[src/rtl/req_priority_encoder.sv]
// req_priority_encoder
//   Sequential N:W priority encoder. Request pulses are captured into sticky
//   pending bits. The index of the highest-numbered pending request is
//   presented on a valid/ready handshake, one index per transfer.
//
// Ports
//   clk      in   rising-edge clock
//   rst      in   synchronous active-high reset
//   req      in   [N-1:0] request lines; a bit high at an edge registers one event
//   ready    in   consumer accepts enc_out when valid && ready at an edge
//   enc_out  out  [W-1:0] index being presented (meaningful only while valid)
//   valid    out  enc_out holds a pending request index
//   pending  out  [N-1:0] registered sticky pending bits
//   ovf      out  sticky: a request hit a bit that was already pending
//
// Handshake: a transfer happens at a rising edge where valid && ready are both
// high. Once valid rises, enc_out and valid stay stable until that transfer
// (no preemption by higher-priority arrivals). ready while valid=0 is ignored.
//
// The FSM has two states and valid is registered alongside it, so valid is
// high exactly when the FSM is in PRESENT; valid doubles as the state view.

module req_priority_encoder #(
  parameter int W = 2,
  parameter int N = 4
) (
  input  logic         clk,
  input  logic         rst,
  input  logic [N-1:0] req,
  input  logic         ready,
  output logic [W-1:0] enc_out,
  output logic         valid,
  output logic [N-1:0] pending,
  output logic         ovf
);

  typedef enum logic {
    IDLE    = 1'b0,
    PRESENT = 1'b1
  } state_t;

  state_t         state_q, state_d;
  logic [W-1:0]   enc_q, enc_d;
  logic           valid_q, valid_d;
  logic [N-1:0]   pending_q, pending_d;
  logic           ovf_q, ovf_d;

  logic           xfer;
  logic [N-1:0]   clr;
  logic [N-1:0]   kept;

  // Highest set index wins; ascending scan lets the last hit overwrite.
  function automatic logic [W-1:0] top_index(input logic [N-1:0] v);
    logic [W-1:0] idx;
    idx = '0;
    for (int i = 0; i < N; i++) begin
      if (v[i]) idx = W'(i);
    end
    return idx;
  endfunction

  always_comb begin
    xfer      = valid_q && ready;
    clr       = xfer ? (N'(1) << enc_q) : '0;
    kept      = pending_q & ~clr;
    // A request landing on the bit being accepted this edge is a fresh event,
    // so only bits that survive the accept count as overflow.
    pending_d = kept | req;
    ovf_d     = ovf_q | (|(req & kept));

    state_d   = state_q;
    enc_d     = enc_q;
    valid_d   = valid_q;

    case (state_q)
      IDLE: begin
        // Uses the registered pending value: a request seen at edge k is
        // presented from edge k+1.
        if (pending_q != '0) begin
          enc_d   = top_index(pending_q);
          valid_d = 1'b1;
          state_d = PRESENT;
        end
      end
      PRESENT: begin
        if (xfer) begin
          if (pending_d != '0) begin
            enc_d = top_index(pending_d);
          end else begin
            valid_d = 1'b0;
            state_d = IDLE;
          end
        end
      end
      default: begin
        valid_d = 1'b0;
        state_d = IDLE;
      end
    endcase
  end

  always_ff @(posedge clk) begin
    if (rst) begin
      state_q   <= IDLE;
      enc_q     <= '0;
      valid_q   <= 1'b0;
      pending_q <= '0;
      ovf_q     <= 1'b0;
    end else begin
      state_q   <= state_d;
      enc_q     <= enc_d;
      valid_q   <= valid_d;
      pending_q <= pending_d;
      ovf_q     <= ovf_d;
    end
  end

  assign enc_out = enc_q;
  assign valid   = valid_q;
  assign pending = pending_q;
  assign ovf     = ovf_q;

endmodule

[config.mk]
export PLATFORM = sky130hd
export DESIGN_NAME = req_priority_encoder
export DESIGN_NICKNAME = d
export VERILOG_FILES = /design/src/rtl/req_priority_encoder.sv
export SDC_FILE = /design/constraint.sdc
export NUM_CORES = 1
export LEC_CHECK = 0
export CORE_AREA = 8 8 45 47
export CTS_BUF_LIST = sky130_fd_sc_hd__clkbuf_8
export DETAILED_ROUTE_END_ITERATION = 16
export DIE_AREA = 0 0 53 55
export PLACE_DENSITY = 0.61
export SLEW_MARGIN = 5
export SYNTH_ARGS = -nofsm -noshare
export SYNTH_HDL_FRONTEND = slang
export SYNTH_SLANG_ARGS = --single-unit
[constraint.sdc]
create_clock -name clk -period 1.4 [get_ports clk]
set_input_delay 0.28 -clock clk [delete_from_list [all_inputs] [get_ports clk]]
set_output_delay 0.28 -clock clk [all_outputs]
set_load 0.02 [all_outputs]
==> results of run 1 <==
-- power breakdown --
part	switching (mW)	internal, mW
Combinational	0.108	0.118
Sequential	0.0373	0.285
Clock	0.112	0.192
-- logic make-up after synthesis --
logic type	share of synthesized area [%]
buffers and inverters	1.59
AND/OR/NAND/NOR	34.2
flip-flops	38.2
AO/OA/AOI/OAI	26.0
-- what timing repair did --
item                       in CTS  in global routing
cloned                          0                  0
pin swaps                       6                  5
buffers inserted                2                  2
setup endpoints to repair      13                  5
hold buffers                    0                  0
gates resized for setup        11                 13
-- sequential cells by signal, summed over array words and instances (netlist names) --
name and flops:
enc_out 2, ovf 1, pending 4, state_q 1
valid 1
-- how the worst max path moves through the flow --
stage	start	endpoint	slack, ps	depth (start not counted)
after CTS	enc_out[0]	valid	-5	5
after global routing	enc_out[1]	enc_out[0]	-40	5
final	valid	enc_out[0]	30	4
after floorplan	enc_out[0]	valid	20	5
after detailed placement	ready	valid	-500	6
after global placement	ready	valid	-510	6
-- layout make-up --
cell class / count / area (sq um)
Multi-Input combinational cell: 44 / 340
Fill cell: 121 / 557
Sequential cell: 9 / 190
Clock inverter: 1 / 3.75
Inverter: 1 / 3.75
Timing Repair Buffer: 27 / 228
Tap cell: 16 / 20.0
Clock buffer: 3 / 41.3
-- layer usage --
layer  vias to the layer above  GRT usage, %  part of all wire, %
met5                         -             0                    0
met4                         0          5.17                  1.4
met3                         4          3.74                  7.7
met2                        24          17.6                   49
met1                       263          11.2                   42
li1                        267             -                    -
-- worst max-delay path: stages (launching register included) --
cell and delay, ps:
dfxtp_4 390, nand4_1 190, a21oi_2 270, nand4_4 170
a41o_1 240
-- stage by stage --
step                power [mW]  TNS [ps]
global placement         0.527     -2720
global route             0.896     -93.0
finish                   0.852         0
detailed placement       0.526     -2620
floorplan                0.416         0
CTS                      0.813     -4.92
-- layout by cell type, fill, tap and decap left out --
cell,count
nor2_1,6
or2_2,1
a21oi_1,6
clkbuf_8,3
a311oi_1,2
and3_1,1
a21oi_4,1
nor4_2,1
a21oi_2,5
clkdlybuf4s50_1,5
nand4_4,1
nand2b_1,4
nand4b_1,1
nand4bb_4,1
buf_4,13
a41o_1,1
nor2b_2,1
a31o_1,1
nand4b_2,1
inv_1,2
nand4_1,2
or2b_1,1
dfxtp_4,2
nand2_1,3
dfxtp_1,5
dfxtp_2,2
o21ai_2,1
dlygate4sd2_1,8
nor3_1,2
clkdlybuf4s15_1,1
a32o_1,1
==> impl_results.md, run 1 <==
- Die ar.: 0.00292 sq mm
- Initial Utilization: 34.1%
- Hold path depth: 2
- IO Port Bufs: 14
- Synth Net Count: 62
- Post-route clock skew: around 6.7 ps
- Final Wtd Congestion: between 0.8 and 0.9
- CORE AREA: 0.00138 sq mm
- Crit Path Category: flip-flop to flip-flop
- CP required: 1530 ps
- CTS tree: built
- Seq cells post-synth: 9
- Chip width: 53 um
- Congestion Overflow GR: 0
- Util after Layout: 59.8%
- Rows: 14
- Post-route setup slack: 26.3 ps
- CP Max Fanout: 7
- Peak supply drop: roughly 0.55 mV
- Total GRT Usage: just over 10%
- Worst-case reg-to-reg path depth: 4
- Final clock period utilization by the worst path: 98.1%
- Final nets: 93
- Final instance area: just over 800 sq um
- Worst path arrival time: 1500 ps
- Finished Layout Cells: between 100 and 150
- Placed insts: just over 90
- Hold Path End: valid
- Post-synthesis sequential area ratio: 38.2%
- Fin crit period: 1370 ps
- Area growth, synth to finish: 75.3%
- # DRC: 0
- Vias post-DR: 558
- Synthesized instance count: 55
- Setup WS pre-CTS: -504 ps
- Initial antenna violation count: 0
- Setup-failing EPs final: 0
- Pin count of the biggest net entering global routing: 9
- Drt total wl: 1.53 mm
- Worst skew pair latency: 240 ps
- R2R Setup Slk: ~26 ps
- Worst-path clk slew: 50 ps
- Cell Area, Placed: ~700 sq um
- Mean Syn Cell Area: 8.58 sq um
- Relative slew slack: 82.1%
- Yosys warning count: 0
- Initial drt markers: 14
- Die height: 55 um
- Worst r2r dst: enc_out[0]
- Top cells by area, synth: dfxtp_1, a21oi_1, a21oi_2, nand2b_1, nor2_1
- # H-tree levels: 1
- I/O pins: 15
- Top cells by count, synth: a21oi_1, dfxtp_1, nor2_1
- Post-synthesis cell type count: 24
- First-pass DRT Iterations: 4
- Max-Cap Viols: 0
- Min-Delay Startpoint: valid
- Clock Tree Root: clkbuf_8
- P per Cell Area: 1030 mW/mm^2
- Fmax: 728 MHz
- Setup crit end kind: flip-flop
- Outcome: finished, final reports clean
- Post-synth top area share: 38.2%
- HPWL after DPL: 1.04 mm
- Count of flip-flops with a built-in enable after synthesis: 0
- Clock sinks: 9
- RSZ-0062 raised after global routing: yes
- CTS max path bufs: 2
- R2r startpoint: valid
- Final hold slack: 524 ps
- Hold Fails Final Rpt: 0
- Via density: roughly 5.5
- Num CTS Buffers: 3
- Slew @ Worst Pin: between 200 and 300 ps
- Syn Std Cell Area: between 400 and 500 sq um
- Avg WL per Cell: 15.2 um
- Startpoint types: flip-flop
- Layout cells sized above 1: 38.8%
- Pins Over Slew Limit: 0
- Number of global-route vias before repair: 521
- Primary FF master, synth: dfxtp_1
- Final ANT Viol Nets: 0
- Share of flip-flops with an asynchronous set or reset: 0%
- Hold WC Path Type: flip-flop to flip-flop
- Antenna Diode Count: 0
- Synth area leader: dfxtp_1
- LEAKAGE: 0.357 nW
- Global-route wire length before repair: 2.24 mm
Note: power is estimated with default switching activity, not from simulation.
==> inputs of run 2 (changes only) <==
clock period = 1.5 ns   (was 1.4 ns; I/O delays follow)
==> run 2 against run 1 <==
Core utilization fell by 5.2 points. Clock skew fell by 5.3 ps. Wire length is 5.9% lower. Cell count fell by 5.0%. Sequential share of layout area is 1.4 points higher. Global-route usage is 0.55 points lower. First-iteration DRC count shrank 7.1%. Flip-flop and latch count unchanged. Largest cell class unchanged. Critical path type is now flip-flop to primary output. Largest power group unchanged. Sequential power down 6.2%. Hold slack is essentially flat. Non-clock buffer count decreased by 5.
==> impl_results.md, run 2 (synthesis gave the netlist of run 1 again) <==
- Util after Layout: 54.5% (was 59.8%)
- Min-Delay Startpoint: ovf (was valid)
- Outcome: finished, final reports clean (unchanged)
- Max-Cap Viols: 0 (unchanged)
- Overall Power: 761 uW (was 852 uW)
- Vias post-DR: 544 (was 558)
- Clock power frac: 36.4% (was 35.7%)
- Area growth, synth to finish: 59.9% (was 75.3%)
- Die ar.: 0.00292 sq mm (unchanged)
- First-pass DRT Iterations: 4 (unchanged)
- Fmax: roughly 680 MHz
- CTS tree: built (unchanged)
- Final Wtd Congestion: 0.825 (was 0.878)
- Clock Tree Root: clkbuf_8 (unchanged)
- Fin crit period: 1460 ps
- CP required: 1200 ps (was 1530 ps)
- Most frequent cells in the layout: buf_4, a21oi_1, dlygate4sd2_1 (was buf_4, dlygate4sd2_1, a21oi_1, nor2_1)
- Worst skew pair latency: 230 ps (was 240 ps)
- Max stage delay on crit path: 600 ps (was 390 ps)
- Drt total wl: 1.44 mm (was 1.53 mm)
- P_int: 538 uW (was 594 uW)
- CP delay by family, top: buffers and inverters (was compound AO/OA/AOI/OAI gates)
- NetSw: 223 uW (was 258 uW)
- Setup TNS: 0 ps (unchanged)
- Pin count of the biggest net entering global routing: 9 (unchanged)
- Setup crit end kind: primary output (was flip-flop)
- P per Cell Area: 1010 mW/mm^2 (was 1030 mW/mm^2)
- R2R Setup Slk: 120 ps (was 30 ps)
- Hold Path End: ovf (was valid)
- Hold WC Path Type: flip-flop to flip-flop (unchanged)
- Final clock period utilization by the worst path: between 90 and 100%
- R2r startpoint: enc_out[0] (was valid)
- Worst r2r dst: enc_out[0] (unchanged)
- CP Cell Sequence: clkdlybuf4s50_1 (was nand4_1, a21oi_2, nand4_4, a41o_1)
- Worst path arrival time: 1160 ps (was 1500 ps)
- Initial drt markers: 13 (was 14)
- Setup bufs post-CTS: 0 (was 2)
- Via density: 5.67 (was 5.52)
- Crit path launch: ovf (was valid)
- Max FFs per register: 4 (unchanged)
- Die height: 55 um (unchanged)
- Number of global-route vias before repair: 494 (was 521)
- Most common cell after layout, fill and taps aside: buf_4 (unchanged)
- Antenna Diode Count: 0 (unchanged)
- CTS max path bufs: 2 (unchanged)
- Avg WL per Cell: 15.0 um (was 15.2 um)
- Final ANT Viol Nets: 0 (unchanged)
- Cell Area, Placed: 688 sq um (was 698 sq um)
- Setup-failing EPs final: 0 (unchanged)
- LEAKAGE: 0.335 nW (was 0.357 nW)
- Rows: 14 (unchanged)
- Layout cells sized above 1: 30.0% (was 38.8%)
- Pins Over Slew Limit: 0 (unchanged)
- Final nets: 88 (was 93)
- Buffers & Inverters on Critical Path: 1 (was 0)
- Initial antenna violation count: 0 (unchanged)
- Hold Fails Final Rpt: 0 (unchanged)
- I/O pins: 15 (unchanged)
- Num CTS Buffers: 3 (unchanged)
- Peak supply drop: 0.447 mV (was 0.546 mV)
- CP Max Fanout: 2 (was 7)
- CORE AREA: 0.00138 sq mm (unchanged)
- Max stage delay cell, worst path: clkdlybuf4s50_1 (was dfxtp_4)
- Startpoint types: flip-flop (unchanged)
- Worst-path clk slew: 50 ps (about the same)
- Finished Layout Cells: 96 (was 101)
- Clock sinks: 9 (unchanged)
- Final instance area: 754 sq um (was 827 sq um)
- Chip width: 53 um (unchanged)
- Comb pwr share: 24.0% (was 26.5%)
- # DRC: 0 (unchanged)
- Initial Utilization: 34.1% (unchanged)
- HPWL after DPL: 1.04 mm (about the same)
- Sequential Power Share: 39.6% (was 37.8%)
- # H-tree levels: 1 (unchanged)
- Hold path depth: 2 (unchanged)
- Global-route wire length before repair: 2.13 mm (was 2.24 mm)
- Worst-case reg-to-reg path depth: 5 (was 4)
- Post-route clock skew: 1.43 ps (was 6.73 ps)
- Congestion Overflow GR: 0 (unchanged)
- Total GRT Usage: 9.80% (was 10.4%)
- IO Port Bufs: 14 (unchanged)
- Relative slew slack: 81.0% (was 82.1%)
- Slew @ Worst Pin: 285 ps (was 267 ps)
- Placed insts: 92 (was 93)
- Switch share: 29.4% (was 30.2%)
- Crit Path Category: flip-flop to primary output (was flip-flop to flip-flop)
run 2: power by group through the flow:
stage               combinational [mW]  sequential [mW]  clock (mW)
finish                           0.182            0.302       0.277
global route                     0.194            0.307       0.303
CTS                              0.178            0.296       0.278
detailed placement               0.186            0.301           0
global placement                 0.188            0.300           0
floorplan                       0.0663            0.321           0
run 2: how the worst max path moves through the flow:
| stage | depth (start not counted) | endpoint | slack [ps] |
|---|---|---|---|
| after floorplan | 5 | valid | 70 |
| after global placement | 6 | valid | -450 |
| after detailed placement | 6 | valid | -450 |
| after CTS | 1 | pending[3] | 3 |
| after global routing | 6 | valid | -20 |
| final | 1 | ovf | 40 |
run 2: cell type report:
cell class | count | area (sq um)
fillers | 136 | 629
multi-input cells | 44 | 308
repair buffers | 22 | 194
flip-flops and latches | 9 | 184
clock buffers | 3 | 41.3
well taps | 16 | 20.0
clock inverters | 1 | 3.75
inverters | 1 | 3.75
run 2: repair_timing:
action,in CTS,in global routing
setup endpoints to repair,10,4
pin swaps,2,1
gates resized for setup,8,9
hold buffers,0,0
run 2: layer usage:
layer,track usage (%),vias to the layer above,routed length [um]
li1,-,256,-
met1,10.2,268,650
met2,16.4,15,668
met3,3.48,5,95
met4,6.47,0,29
met5,0,-,0
run 2: through the flow:
step / hold WS [ps] / setup slack (ps)
final: 523 / 36.9
after global routing: 579 / -21.5
after CTS: 524 / 2.53
after detailed placement: 510 / -449
after global placement: 510 / -446
after floorplan: 424 / 67.4
==> inputs of run 3 (changes only) <==
SLEW_MARGIN = not set   (was 5)
==> results of run 3 <==
No change in the layout: final DEF, timing and power equal those of run 2.
